===== src/rtl/seq_divider.sv =====
`timescale 1ns/1ps
// Iterative unsigned restoring divider: one quotient bit per clock, start/done handshake.
// A divide by zero completes in one cycle with Quotient=all ones and Remainder=dividend.
module seq_divider #(
  parameter int WIDTH = 8
) (
  input  logic             clk,
  input  logic             rst_n,
  input  logic             start,
  input  logic [WIDTH-1:0] i1,
  input  logic [WIDTH-1:0] i2,
  output logic [WIDTH-1:0] Quotient,
  output logic [WIDTH-1:0] Remainder,
  output logic             Busy,
  output logic             Done,
  output logic             DivByZero,
  output logic [1:0]       dbg_state_o
);

  // Handshake: start is accepted on any rising edge where Busy=0 (the cycle
  // carrying Done=1 included); Busy stays high until the edge that raises the
  // one-cycle Done pulse, and starts seen while Busy=1 are dropped.

  localparam int CW = $clog2(WIDTH + 1);

  typedef enum logic [1:0] {
    IDLE = 2'd0,
    CALC = 2'd1,
    ZERO = 2'd2
  } state_e;

  state_e           state_q;
  logic [CW-1:0]    cnt_q;
  logic [WIDTH-1:0] rem_q;
  logic [WIDTH-1:0] dvd_q;
  logic [WIDTH-1:0] dvs_q;
  logic [WIDTH-1:0] quot_q;
  logic [WIDTH-1:0] remo_q;
  logic             busy_q;
  logic             done_q;
  logic             dbz_q;

  logic [WIDTH:0]   shift_rem;
  logic [WIDTH+1:0] trial;
  logic             trial_neg;
  logic [WIDTH-1:0] rem_d;
  logic [WIDTH-1:0] dvd_d;

  // Shifted partial remainder can reach 2*divisor-1, so it keeps an extra bit;
  // the trial gets one more bit again so its MSB is a clean sign.
  always_comb begin
    shift_rem = {rem_q, dvd_q[WIDTH-1]};
    trial     = {1'b0, shift_rem} - {2'b00, dvs_q};
    trial_neg = trial[WIDTH+1];
    rem_d     = trial_neg ? shift_rem[WIDTH-1:0] : trial[WIDTH-1:0];
    dvd_d     = {dvd_q[WIDTH-2:0], ~trial_neg};
  end

  always_ff @(posedge clk or negedge rst_n) begin
    if (!rst_n) begin
      state_q <= IDLE;
      cnt_q   <= '0;
      rem_q   <= '0;
      dvd_q   <= '0;
      dvs_q   <= '0;
      quot_q  <= '0;
      remo_q  <= '0;
      busy_q  <= 1'b0;
      done_q  <= 1'b0;
      dbz_q   <= 1'b0;
    end else begin
      done_q <= 1'b0;
      case (state_q)
        IDLE: begin
          if (start) begin
            busy_q <= 1'b1;
            dvd_q  <= i1;
            rem_q  <= '0;
            if (i2 != '0) begin
              dvs_q   <= i2;
              cnt_q   <= CW'(WIDTH);
              state_q <= CALC;
            end else begin
              dvs_q   <= '0;
              state_q <= ZERO;
            end
          end
        end
        CALC: begin
          // Quotient bits enter dvd_q from the LSB as dividend bits leave the MSB.
          rem_q <= rem_d;
          dvd_q <= dvd_d;
          cnt_q <= cnt_q - CW'(1);
          if (cnt_q == CW'(1)) begin
            quot_q  <= dvd_d;
            remo_q  <= rem_d;
            dbz_q   <= 1'b0;
            done_q  <= 1'b1;
            busy_q  <= 1'b0;
            state_q <= IDLE;
          end
        end
        ZERO: begin
          quot_q  <= '1;
          remo_q  <= dvd_q;
          dbz_q   <= 1'b1;
          done_q  <= 1'b1;
          busy_q  <= 1'b0;
          state_q <= IDLE;
        end
        default: state_q <= IDLE;
      endcase
    end
  end

  assign Quotient    = quot_q;
  assign Remainder   = remo_q;
  assign Busy        = busy_q;
  assign Done        = done_q;
  assign DivByZero   = dbz_q;
  assign dbg_state_o = state_q;

endmodule


===== config.mk =====
export PLATFORM = sky130hd
export DESIGN_NAME = seq_divider
export DESIGN_NICKNAME = d
export VERILOG_FILES = /design/src/rtl/seq_divider.sv
export SDC_FILE = /design/constraint.sdc
export NUM_CORES = 1
export LEC_CHECK = 0
export ABC_AREA = 0
export CORE_ASPECT_RATIO = 1.75
export CORE_MARGIN = 3
export CORE_UTILIZATION = 40
export DETAILED_ROUTE_END_ITERATION = 16
export GPL_TIMING_DRIVEN = 0
export SLEW_MARGIN = 25
export SYNTH_ARGS = -nofsm -noshare
export SYNTH_HDL_FRONTEND = slang
export SYNTH_SLANG_ARGS = --single-unit

===== constraint.sdc =====
create_clock -name clk -period 2.5 [get_ports clk]
set_input_delay 0.625 -clock clk [delete_from_list [all_inputs] [get_ports clk]]
set_output_delay 0.625 -clock clk [all_outputs]
set_load 0.02 [all_outputs]

Word level (Yosys, flattened, before mapping) --
Index checks and enable logic that the tools add are counted. Widths: inputs -> output; s select.
Word-level totals: flip-flop bits (word level) 49, output and inout port bits 21
Cells by class: add/sub/neg operators 2, eq/ne operators 6, muxes and demuxes 23, bitwise logic cells 1, reductions and logical operators 11
Operator list (count):
- $pmux 8 s2 | 4
- $mux 8 | 6
- $sub 9x8->10 | 1
- $mux 4 | 2
- $pmux 4 s2 | 1
- $reduce_and 2->1 | 4
- $reduce_bool 8->1 | 1
- $mux 2 | 3
- $ne 2x2->1 const B | 3
- $reduce_and 3->1 | 2
- $eq 4x1->1 const B | 1
- $pmux 1 s2 | 2
- $pmux 2 s2 | 1
- $reduce_bool 2->1 | 2
- $sub 4x1->4 const B | 1
- $mux 1 | 3
- $pmux 1 s3 | 1
- $reduce_bool 3->1 | 1
- $eq 2x1->1 const B | 1
- $eq 2x2->1 const B | 1
- $logic_not 2->1 | 1
- $not 1->1 | 1

Depth between registers and ports, before layout --
Gate-level depths: netlist of run 1.
depth after elaboration 4, depth in mapped cells 10, gate-level depth less buffers 8

Worst setup path before layout of run 1 --
Ideal clock, no wire load.
path kind reg-to-reg, start point register rem_q[5], end point register remo_q[6], in the netlist Remainder[6], arrival 1.987 ns, path slack 0.379 ns, stages on the path, launching flop included 10, buffers on the path 3, clock period less this slack 2.121 ns, cells stage by stage dfrtp_1 ha_1 buf_6 a21oi_2 o221ai_1 or2_1 buf_6 buf_6 nor4b_2 a211oi_1
Between the ends: cells in the longest elaborated chain, start to end 4
Ends and longest elaborated chain:
- start, declared | RTL line 34 | logic [WIDTH-1:0] rem_q;
- start signal, assigned | RTL line 91 | rem_q <= rem_d;
- $sub 9x8->10 | RTL line 53 | trial = {1'b0, shift_rem} - {2'b00, dvs_q};
- $mux 8 * | RTL line 55 | rem_d = trial_neg ? shift_rem[WIDTH-1:0] : trial[WIDTH-1:0];
- $mux 8 * | RTL line 94 | if (cnt_q == CW'(1)) begin
- $pmux 8 s2 * | RTL line 73 | case (state_q)
- end signal, assigned | RTL line 96 | remo_q <= rem_d;
- end signal, assigned | RTL line 105 | remo_q <= dvd_q;
- end, declared | RTL line 38 | logic [WIDTH-1:0] remo_q;
Every way passes the cells marked *; elsewhere a longest branch is shown, timed or not. The select of a mux whose other input is x is not followed. A chain may end at the register's enable or synchronous reset.

Final worst setup path of run 1 --
start point register dvs_q[4], end point register remo_q[4], in the netlist Remainder[4]
Between the ends: cells in the longest elaborated chain, start to end 4
Ends and longest elaborated chain:
- start, declared | RTL line 36 | logic [WIDTH-1:0] dvs_q;
- start signal, assigned | RTL line 80 | dvs_q <= i2;
- $sub 9x8->10 | RTL line 53
- $mux 8 | RTL line 55
- $mux 8 | RTL line 94
- $pmux 8 s2 | RTL line 73
Every way passes these cells. The select of a mux whose other input is x is not followed.

==> impl_metrics.xml, run 1 <==
<?xml version="1.0" encoding="UTF-8"?>
<metrics>
  <group name="pwr">
    <metric name="swShare" unit="">0.421</metric>
    <metric name="p_leak" unit="nW">1.51</metric>
    <metric name="fin_total_pwr" unit="mW">4.50</metric>
    <metric name="comb_power_share" unit="">0.534</metric>
    <metric name="p_switching" unit="mW">1.90</metric>
    <metric name="power_per_cell_area" unit="nW/µm²">1290</metric>
    <metric name="vdd.ir_drop.worst" unit="V">0.000724</metric>
    <metric name="p_int" unit="mW">2.61</metric>
    <metric name="seq_power_share" unit="">0.292</metric>
    <metric name="power.share.clock" unit="">0.174</metric>
  </group>
  <group name="routing">
    <metric name="route.antenna.remaining_nets" unit="">0</metric>
    <metric name="wirelength_met1" unit="µm">2820</metric>
    <metric name="drt_iter0_drc" unit="">71</metric>
    <metric name="route.detailed.wl_per_inst" unit="µm">16.9</metric>
    <metric name="maxUsedRoutingLayer" unit="">met4</metric>
    <metric name="wl_met2" unit="µm">3830</metric>
    <metric name="routed-wl-met3" unit="µm">166</metric>
    <metric name="totalWireLength" unit="µm">7090</metric>
    <metric name="drt-vias-per-instance" unit="">5.48</metric>
    <metric name="drt-pass1-iter-count" unit="">4</metric>
    <metric name="remaining_drc_errors" unit="">0</metric>
    <metric name="num_vias" unit="">2302</metric>
  </group>
  <group name="clock_network">
    <metric name="clock-sinks" unit="">49</metric>
    <metric name="ctsRootBufferMaster" unit="">sky130_fd_sc_hd__clkbuf_16</metric>
    <metric name="path_clk_slew" unit="ns">0.07</metric>
    <metric name="cts_buffer_depth" unit="">2</metric>
    <metric name="cts_tree" unit="">done</metric>
    <metric name="clock_latency_on_the_worst_skew_pair" unit="ns">0.29</metric>
    <metric name="hold_buf_count_cts" unit="">0</metric>
    <metric name="post_cts_buffers" unit="">0</metric>
    <metric name="cts_max_level" unit="">2</metric>
    <metric name="numCtsBuffers" unit="">5</metric>
  </group>
  <group name="grt">
    <metric name="global_route.usage.total" unit="">0.186</metric>
    <metric name="globalRoute.totalOverflow" unit="">0</metric>
    <metric name="antenna_found_initial" unit="">0</metric>
    <metric name="grt_max_degree" unit="">50</metric>
    <metric name="vias_in_the_first_global_route" unit="">2460</metric>
    <metric name="grt_first_pass_wirelength" unit="µm">11900</metric>
  </group>
  <group name="synth">
    <metric name="number_of_warning_messages_in_the_yosys_log" unit="">0</metric>
    <metric name="netlist_top_cells_count" unit="">sky130_fd_sc_hd__dfrtp_1, sky130_fd_sc_hd__nand2_1, sky130_fd_sc_hd__o21ai_0</metric>
    <metric name="synth_cell_type_count" unit="">51</metric>
    <metric name="synth_top_area_cell" unit="">sky130_fd_sc_hd__dfrtp_1</metric>
    <metric name="synth_instances" unit="">291</metric>
    <metric name="synth-async-reset-ratio" unit="">1.00</metric>
    <metric name="netlist_top_cells_area" unit="">sky130_fd_sc_hd__dfrtp_1, sky130_fd_sc_hd__ha_1, sky130_fd_sc_hd__o21ai_0</metric>
    <metric name="post_synth_instance_area" unit="µm²">2820</metric>
    <metric name="synth-edff-count" unit="">0</metric>
    <metric name="postSynthNetCount" unit="">325</metric>
    <metric name="post-synth-top-area-fraction" unit="">0.435</metric>
    <metric name="synth_top_flop_cell" unit="">sky130_fd_sc_hd__dfrtp_1</metric>
    <metric name="ys_seq_area_frac" unit="">0.435</metric>
    <metric name="postSynthAreaPerCell" unit="µm²">9.69</metric>
    <metric name="synth.most_common_cell" unit="">sky130_fd_sc_hd__dfrtp_1</metric>
    <metric name="ffs_latches_synth" unit="">49</metric>
  </group>
  <group name="setup_path">
    <metric name="critPathMaxFanout" unit="">10</metric>
    <metric name="worstSetupStartpointType" unit="">flip-flop</metric>
    <metric name="slowest_delay" unit="ns">0.38</metric>
    <metric name="worst-setup-path-type" unit="">flip-flop to flip-flop</metric>
    <metric name="r2r_cells" unit="">10</metric>
    <metric name="critical_path.endpoint_type" unit="">flip-flop</metric>
    <metric name="worst_path_max_delay_cell" unit="">sky130_fd_sc_hd__dfrtp_1</metric>
    <metric name="path_common_cell" unit="">sky130_fd_sc_hd__buf_6</metric>
    <metric name="worstPathCellList" unit="">inv_1 -&gt; ha_1 -&gt; clkbuf_2 -&gt; a21oi_1 -&gt; o221ai_2 -&gt; or2_1 -&gt; buf_6 -&gt; buf_6 -&gt; a211oi_1 -&gt; o21ai_0</metric>
    <metric name="critical_path_arrival" unit="ns">2.52</metric>
    <metric name="crit_required" unit="ns">2.66</metric>
  </group>
  <group name="floorplan">
    <metric name="die_area" unit="µm²">8130</metric>
    <metric name="die_w" unit="µm">69.5</metric>
    <metric name="boundaryPins" unit="">40</metric>
    <metric name="start_util" unit="">0.422</metric>
    <metric name="std_cell_rows" unit="">39</metric>
    <metric name="core_region_area" unit="µm²">6690</metric>
    <metric name="die-height" unit="µm">117</metric>
  </group>
  <group name="timing">
    <metric name="worst-slew-pin-transition" unit="ns">0.692</metric>
    <metric name="finalSetupViolCount" unit="">0</metric>
    <metric name="slew_violations" unit="">0</metric>
    <metric name="fmax" unit="MHz">424</metric>
    <metric name="hold_slack" unit="ns">0.352</metric>
    <metric name="finClkSkew" unit="ns">0.00567</metric>
    <metric name="fin_crit" unit="ns">2.36</metric>
    <metric name="final_min_period_over_clock_period" unit="">0.943</metric>
    <metric name="timing.final.hold_violations" unit="">0</metric>
    <metric name="relSlewSlack" unit="">0.526</metric>
    <metric name="rsz0062_at_grt" unit="">no</metric>
  </group>
  <group name="layout">
    <metric name="multi_input_area" unit="µm²">1470</metric>
    <metric name="fillers" unit="">656</metric>
    <metric name="antenna-diode-count" unit="">0</metric>
    <metric name="final_net_count" unit="">371</metric>
    <metric name="final_core_util" unit="">0.523</metric>
    <metric name="synthToLayoutAreaGrowth" unit="%">24.0</metric>
    <metric name="final-seq-area" unit="µm²">1230</metric>
    <metric name="layout.cell_area.non_filler" unit="µm²">3500</metric>
    <metric name="post_route_cells_drive_above_1_share" unit="">0.0947</metric>
  </group>
  <group name="hold_path">
    <metric name="min-delay-path-class" unit="">input pin to asynchronous set/reset pin</metric>
  </group>
  <group name="place">
    <metric name="finalWeightedCongestion" unit="">0.818</metric>
    <metric name="port_buffers" unit="">39</metric>
    <metric name="dp_hpwl" unit="µm">5490</metric>
    <metric name="place_area" unit="µm²">3310</metric>
  </group>
  <group name="job">
    <metric name="drv_cap" unit="">0</metric>
  </group>
  <group name="run_status">
    <metric name="status" unit="">finished clean</metric>
  </group>
</metrics>
[per-layer routing]
metal,up-vias,global-route usage
met5,-,0
met4,0,0.0978
met3,18,0.0222
met2,47,0.349
met1,1103,0.204
li1,1134,-
[worst paths after layout]
path / from / to / slack, ns
setup reg to reg: dvs_q[4] / Remainder[4] / 0.14
hold / removal: rst_n / Quotient[4] / 0.35
min in group clk: rem_q[7] / rem_q[7] / 0.49
max in group asynchronous: rst_n / dvs_q[6] / 1.71
setup / recovery: dvs_q[4] / Remainder[4] / 0.14
hold reg to reg: rem_q[7] / rem_q[7] / 0.49
[flip-flops by register name, summed over array words and instances, names as in the netlist]
signal,flops
dvs_q,8
rem_q,8
Busy,1
cnt_q,4
Quotient,8
dvd_q,8
Done,1
DivByZero,1
dbg_state_o,2
Remainder,8
[critical path, delay by kind of cell (launching register included)]
family | cells | cell delay, ns
flops | 1 | 0.38
buf+inv | 4 | 0.54
compound gates | 4 | 0.79
simple gates | 1 | 0.28
fa+ha+maj | 1 | 0.24
[kinds of logic (layout without fill, tap and decap cells)]
group | count (synthesis) | after routing | share of synthesized area
AO/OA/AOI/OAI | 92 | 92 | 0.216
XOR/XNOR | 4 | 4 | 0.0124
adder cells (fa/ha/maj) | 15 | 15 | 0.0692
buffers and inverters | 30 | 77 | 0.0488
flip-flops | 49 | 49 | 0.435
multiplexers | 20 | 20 | 0.0750
AND/OR/NAND/NOR | 81 | 81 | 0.144
[per-stage QoR]
stage	setup TNS [ns]	setup WS, ns	cells
detailed placement	-0.0479	-0.0289	412
finish	0	0.141	420
CTS	0	0.0800	420
global route	0	0.00664	420
floorplan	0	0.379	291
global placement	-33.75	-0.693	412
[area by class of cell]
class	instances	share of cell area
sequential	49	0.351
clock buffer	7	0.0408
inverter	17	0.0183
timing repair buffer	39	0.111
buffer	13	0.0211
clock inverter	1	0.00859
tap	82	0.0293
multi-input combinational	212	0.420
[repair_timing]
item,4_1_cts,5_1_grt
setup endpoints to repair,3,8
pin swaps,0,1
resized for setup,1,1
[power by group through the flow]
stage / registers [mW] / logic [mW] / clock network [mW]
after CTS: 1.32 / 2.42 / 0.797
after detailed placement: 1.33 / 2.38 / 0
final: 1.31 / 2.40 / 0.785
after global routing: 1.36 / 2.68 / 0.841
after floorplan: 1.37 / 1.63 / 0
after global placement: 1.33 / 2.35 / 0
[layout by cell type (no fill, tap or decap), drive strengths merged, types with 2 or more instances in the layout]
| cell | netlist | routed |
|---|---|---|
| a211oi | 6 | 6 |
| a22oi | 7 | 7 |
| ha | 14 | 14 |
| xor2 | 3 | 3 |
| nor2b | 3 | 3 |
| o21bai | 7 | 7 |
| buf | 5 | 6 |
| clkdlybuf4s50 | 0 | 38 |
| nand2b | 5 | 5 |
| inv | 17 | 17 |
| o221ai | 2 | 2 |
| clkbuf | 8 | 15 |
| a31oi | 3 | 3 |
| nor2 | 19 | 19 |
| nand2 | 33 | 33 |
| a21oi | 18 | 18 |
| mux2i | 11 | 11 |
| dfrtp | 49 | 49 |
| nor4 | 3 | 3 |
| a21o | 3 | 3 |
| nor4b | 2 | 2 |
| o31ai | 4 | 4 |
| mux2 | 9 | 9 |
| nand3 | 2 | 2 |
| nor3b | 3 | 3 |
| o21ai | 33 | 33 |
| or3 | 5 | 5 |
No activity file was read; power rests on OpenSTA's default activity.
==> run 2: changes to the inputs <==
--- a/config.mk
+++ b/config.mk
@@ -6,9 +6,9 @@
 export NUM_CORES = 1
 export LEC_CHECK = 0
 export ABC_AREA = 0
-export CORE_ASPECT_RATIO = 1.75
 export CORE_MARGIN = 3
 export CORE_UTILIZATION = 40
+export CTS_CLUSTER_DIAMETER = 200
 export DETAILED_ROUTE_END_ITERATION = 16
 export GPL_TIMING_DRIVEN = 0
 export SLEW_MARGIN = 25
==> run 2 against run 1 <==
  * Core utilization decreased by 0.25 points
  * Non-clock buffer count rose by 2
  * Routed wire length shrank 6.5%
  * Sequential cell count is the same
  * Critical endpoint unchanged
  * Largest power group unchanged
  * Highest routed layer unchanged
==> impl_metrics.xml, run 2 (synthesis gave the netlist of run 1 again) <==
<?xml version="1.0" encoding="UTF-8"?>
<metrics>
  <group name="floorplan">
    <metric name="die_w" unit="µm">90.0</metric>
    <metric name="start_util" unit="">0.427</metric>
    <metric name="core_region_area" unit="µm²">6600</metric>
    <metric name="boundaryPins" unit="">40</metric>
    <metric name="std_cell_rows" unit="">29</metric>
    <metric name="die_area" unit="µm²">8090</metric>
    <metric name="die-height" unit="µm">90.0</metric>
  </group>
  <group name="timing">
    <metric name="slew_violations" unit="">0</metric>
    <metric name="fmax" unit="MHz">422</metric>
    <metric name="finalSetupViolCount" unit="">0</metric>
    <metric name="final_min_period_over_clock_period" unit="">0.948</metric>
    <metric name="final.setup.tns" unit="ns">0</metric>
    <metric name="relSlewSlack" unit="">0.564</metric>
    <metric name="rsz0062_at_grt" unit="">no</metric>
    <metric name="timing.final.hold_violations" unit="">0</metric>
    <metric name="fin_crit" unit="ns">2.37</metric>
    <metric name="finClkSkew" unit="ns">0.00563</metric>
    <metric name="worst-slew-pin-transition" unit="ns">0.636</metric>
  </group>
  <group name="layout">
    <metric name="final_net_count" unit="">373</metric>
    <metric name="antenna-diode-count" unit="">0</metric>
    <metric name="final_cell_mix" unit="">sky130_fd_sc_hd__dfrtp_1, sky130_fd_sc_hd__clkdlybuf4s50_1, sky130_fd_sc_hd__nand2_1, sky130_fd_sc_hd__o21ai_0, sky130_fd_sc_hd__nor2_1</metric>
    <metric name="mostFrequentLayoutCell" unit="">sky130_fd_sc_hd__dfrtp_1</metric>
    <metric name="final_core_util" unit="">0.520</metric>
    <metric name="post_route_cells_drive_above_1_share" unit="">0.103</metric>
    <metric name="layout.cell_area.non_filler" unit="µm²">3440</metric>
    <metric name="synthToLayoutAreaGrowth" unit="%">21.9</metric>
  </group>
  <group name="clock_network">
    <metric name="ctsRootBufferMaster" unit="">sky130_fd_sc_hd__clkbuf_8</metric>
    <metric name="hold_buf_count_cts" unit="">0</metric>
    <metric name="cts_buffer_depth" unit="">2</metric>
    <metric name="cts_tree" unit="">done</metric>
    <metric name="numCtsBuffers" unit="">5</metric>
    <metric name="clock-sinks" unit="">49</metric>
    <metric name="cts_max_level" unit="">2</metric>
    <metric name="clock_latency_on_the_worst_skew_pair" unit="ns">0.30</metric>
    <metric name="path_clk_slew" unit="ns">0.09</metric>
  </group>
  <group name="place">
    <metric name="place_area" unit="µm²">3320</metric>
    <metric name="port_buffers" unit="">39</metric>
    <metric name="finalWeightedCongestion" unit="">0.787</metric>
    <metric name="dp_hpwl" unit="µm">5040</metric>
  </group>
  <group name="setup_path">
    <metric name="critical_path.startpoint" unit="">rem_q[3]</metric>
    <metric name="path_common_cell" unit="">sky130_fd_sc_hd__buf_6</metric>
    <metric name="slowest_delay" unit="ns">0.44</metric>
    <metric name="critPathMaxFanout" unit="">10</metric>
    <metric name="crit_required" unit="ns">2.69</metric>
    <metric name="reg2reg_from" unit="">rem_q[3]</metric>
    <metric name="worst-setup-path-type" unit="">flip-flop to flip-flop</metric>
    <metric name="critical_path.endpoint_type" unit="">flip-flop</metric>
    <metric name="worstPathCellList" unit="">ha_1 -&gt; clkbuf_2 -&gt; a21oi_1 -&gt; o221ai_2 -&gt; or2_1 -&gt; buf_6 -&gt; buf_6 -&gt; a211oi_2 -&gt; o21ai_0</metric>
    <metric name="worst_path_max_delay_cell" unit="">sky130_fd_sc_hd__dfrtp_1</metric>
    <metric name="critical_path_arrival" unit="ns">2.56</metric>
    <metric name="worstSetupStartpointType" unit="">flip-flop</metric>
  </group>
  <group name="job">
    <metric name="drv_cap" unit="">0</metric>
  </group>
  <group name="grt">
    <metric name="grt.met3_usage" unit="">0.0317</metric>
    <metric name="grt_max_degree" unit="">50</metric>
    <metric name="grt_first_pass_wirelength" unit="µm">11400</metric>
    <metric name="global_route.usage.met1" unit="">0.245</metric>
    <metric name="globalRoute.totalOverflow" unit="">0</metric>
    <metric name="global_route.usage.total" unit="">0.171</metric>
    <metric name="antenna_found_initial" unit="">0</metric>
    <metric name="global_route.peak_usage_layer" unit="">met2</metric>
    <metric name="vias_in_the_first_global_route" unit="">2282</metric>
    <metric name="gr-usage-met2" unit="">0.267</metric>
  </group>
  <group name="run_status">
    <metric name="status" unit="">finished clean</metric>
  </group>
  <group name="routing">
    <metric name="num_vias" unit="">2330</metric>
    <metric name="drt-vias-per-instance" unit="">5.38</metric>
    <metric name="drt-pass1-iter-count" unit="">4</metric>
    <metric name="totalWireLength" unit="µm">6620</metric>
    <metric name="route.antenna.remaining_nets" unit="">0</metric>
    <metric name="remaining_drc_errors" unit="">0</metric>
    <metric name="drt_iter0_drc" unit="">103</metric>
    <metric name="route.detailed.wl_per_inst" unit="µm">15.3</metric>
  </group>
  <group name="pwr">
    <metric name="power_per_cell_area" unit="nW/µm²">1220</metric>
    <metric name="fin_total_pwr" unit="mW">4.18</metric>
    <metric name="vdd.ir_drop.worst" unit="V">0.000458</metric>
    <metric name="p_leak" unit="nW">1.49</metric>
  </group>
  <group name="hold_path">
    <metric name="min-delay-path-class" unit="">input pin to asynchronous set/reset pin</metric>
  </group>
</metrics>
-- run 2: cell count changes in the layout (fill, tap and decap cells not counted), sizes merged --
cell / delta
buf: +2
bufinv: -1
clkbuf: -2
clkinv: +2
clkinvlp: +1
-- run 2: cell type report --
class                      instances  area, µm²
fill                             636       3170
multi-input combinational        212       1470
sequential                        49       1230
timing repair buffer              41        403
tap                               93        116
buffer                            13       73.8
clock buffer                       5       68.8
inverter                          17       63.8
clock inverter                     3       17.5
-- run 2: routing by layer --
metal / share of wire / vias to the layer above
met3: 0.040 / 5
li1: - / 1142
met5: 0 / -
met4: 0.0083 / 0
met2: 0.46 / 45
met1: 0.49 / 1138
-- run 2: final timing paths --
| check | endpoint | depth (start not counted) | slack [ns] |
|---|---|---|---|
| setup reg to reg | Remainder[4] | 9 | 0.13 |
| hold reg to reg | DivByZero | 2 | 0.48 |
| setup / recovery | Remainder[4] | 9 | 0.13 |
| max in group asynchronous | dvs_q[2] | 1 | 1.74 |
| min in group clk | DivByZero | 2 | 0.48 |
| hold / removal | rem_q[0] | 1 | 0.32 |
-- run 2: stage by stage --
stage	worst slack, ns	hold slack, ns	std cells
3_5_place_dp	-0.0297	0.466	423
4_1_cts	0.0757	0.360	431
5_1_grt	0.0107	0.375	433
2_1_floorplan	0.379	0.329	291
6_report	0.130	0.321	433
3_3_place_gp	-0.758	0.467	423
-- run 2: worst max-delay path, delay by kind of cell (launching register included) --
kind | cells | cell delay (ns)
buf+inv | 3 | 0.44
fa+ha+maj | 1 | 0.31
flops | 1 | 0.44
simple gates | 1 | 0.28
compound gates | 4 | 0.80
-- run 2: power by group --
group          switching (mW)  internal (mW)  total, mW
clock network           0.276          0.194      0.470
registers               0.243           1.08       1.32
logic                    1.36           1.03       2.39
total                    1.88           2.30       4.18
-- run 2: timing repair --
| action | CTS | global route |
|---|---|---|
| gates resized for setup | 1 | 1 |
| setup endpoints to repair | 1 | 2 |
| buffers inserted | 0 | 2 |
| pin swaps | 0 | 1 |
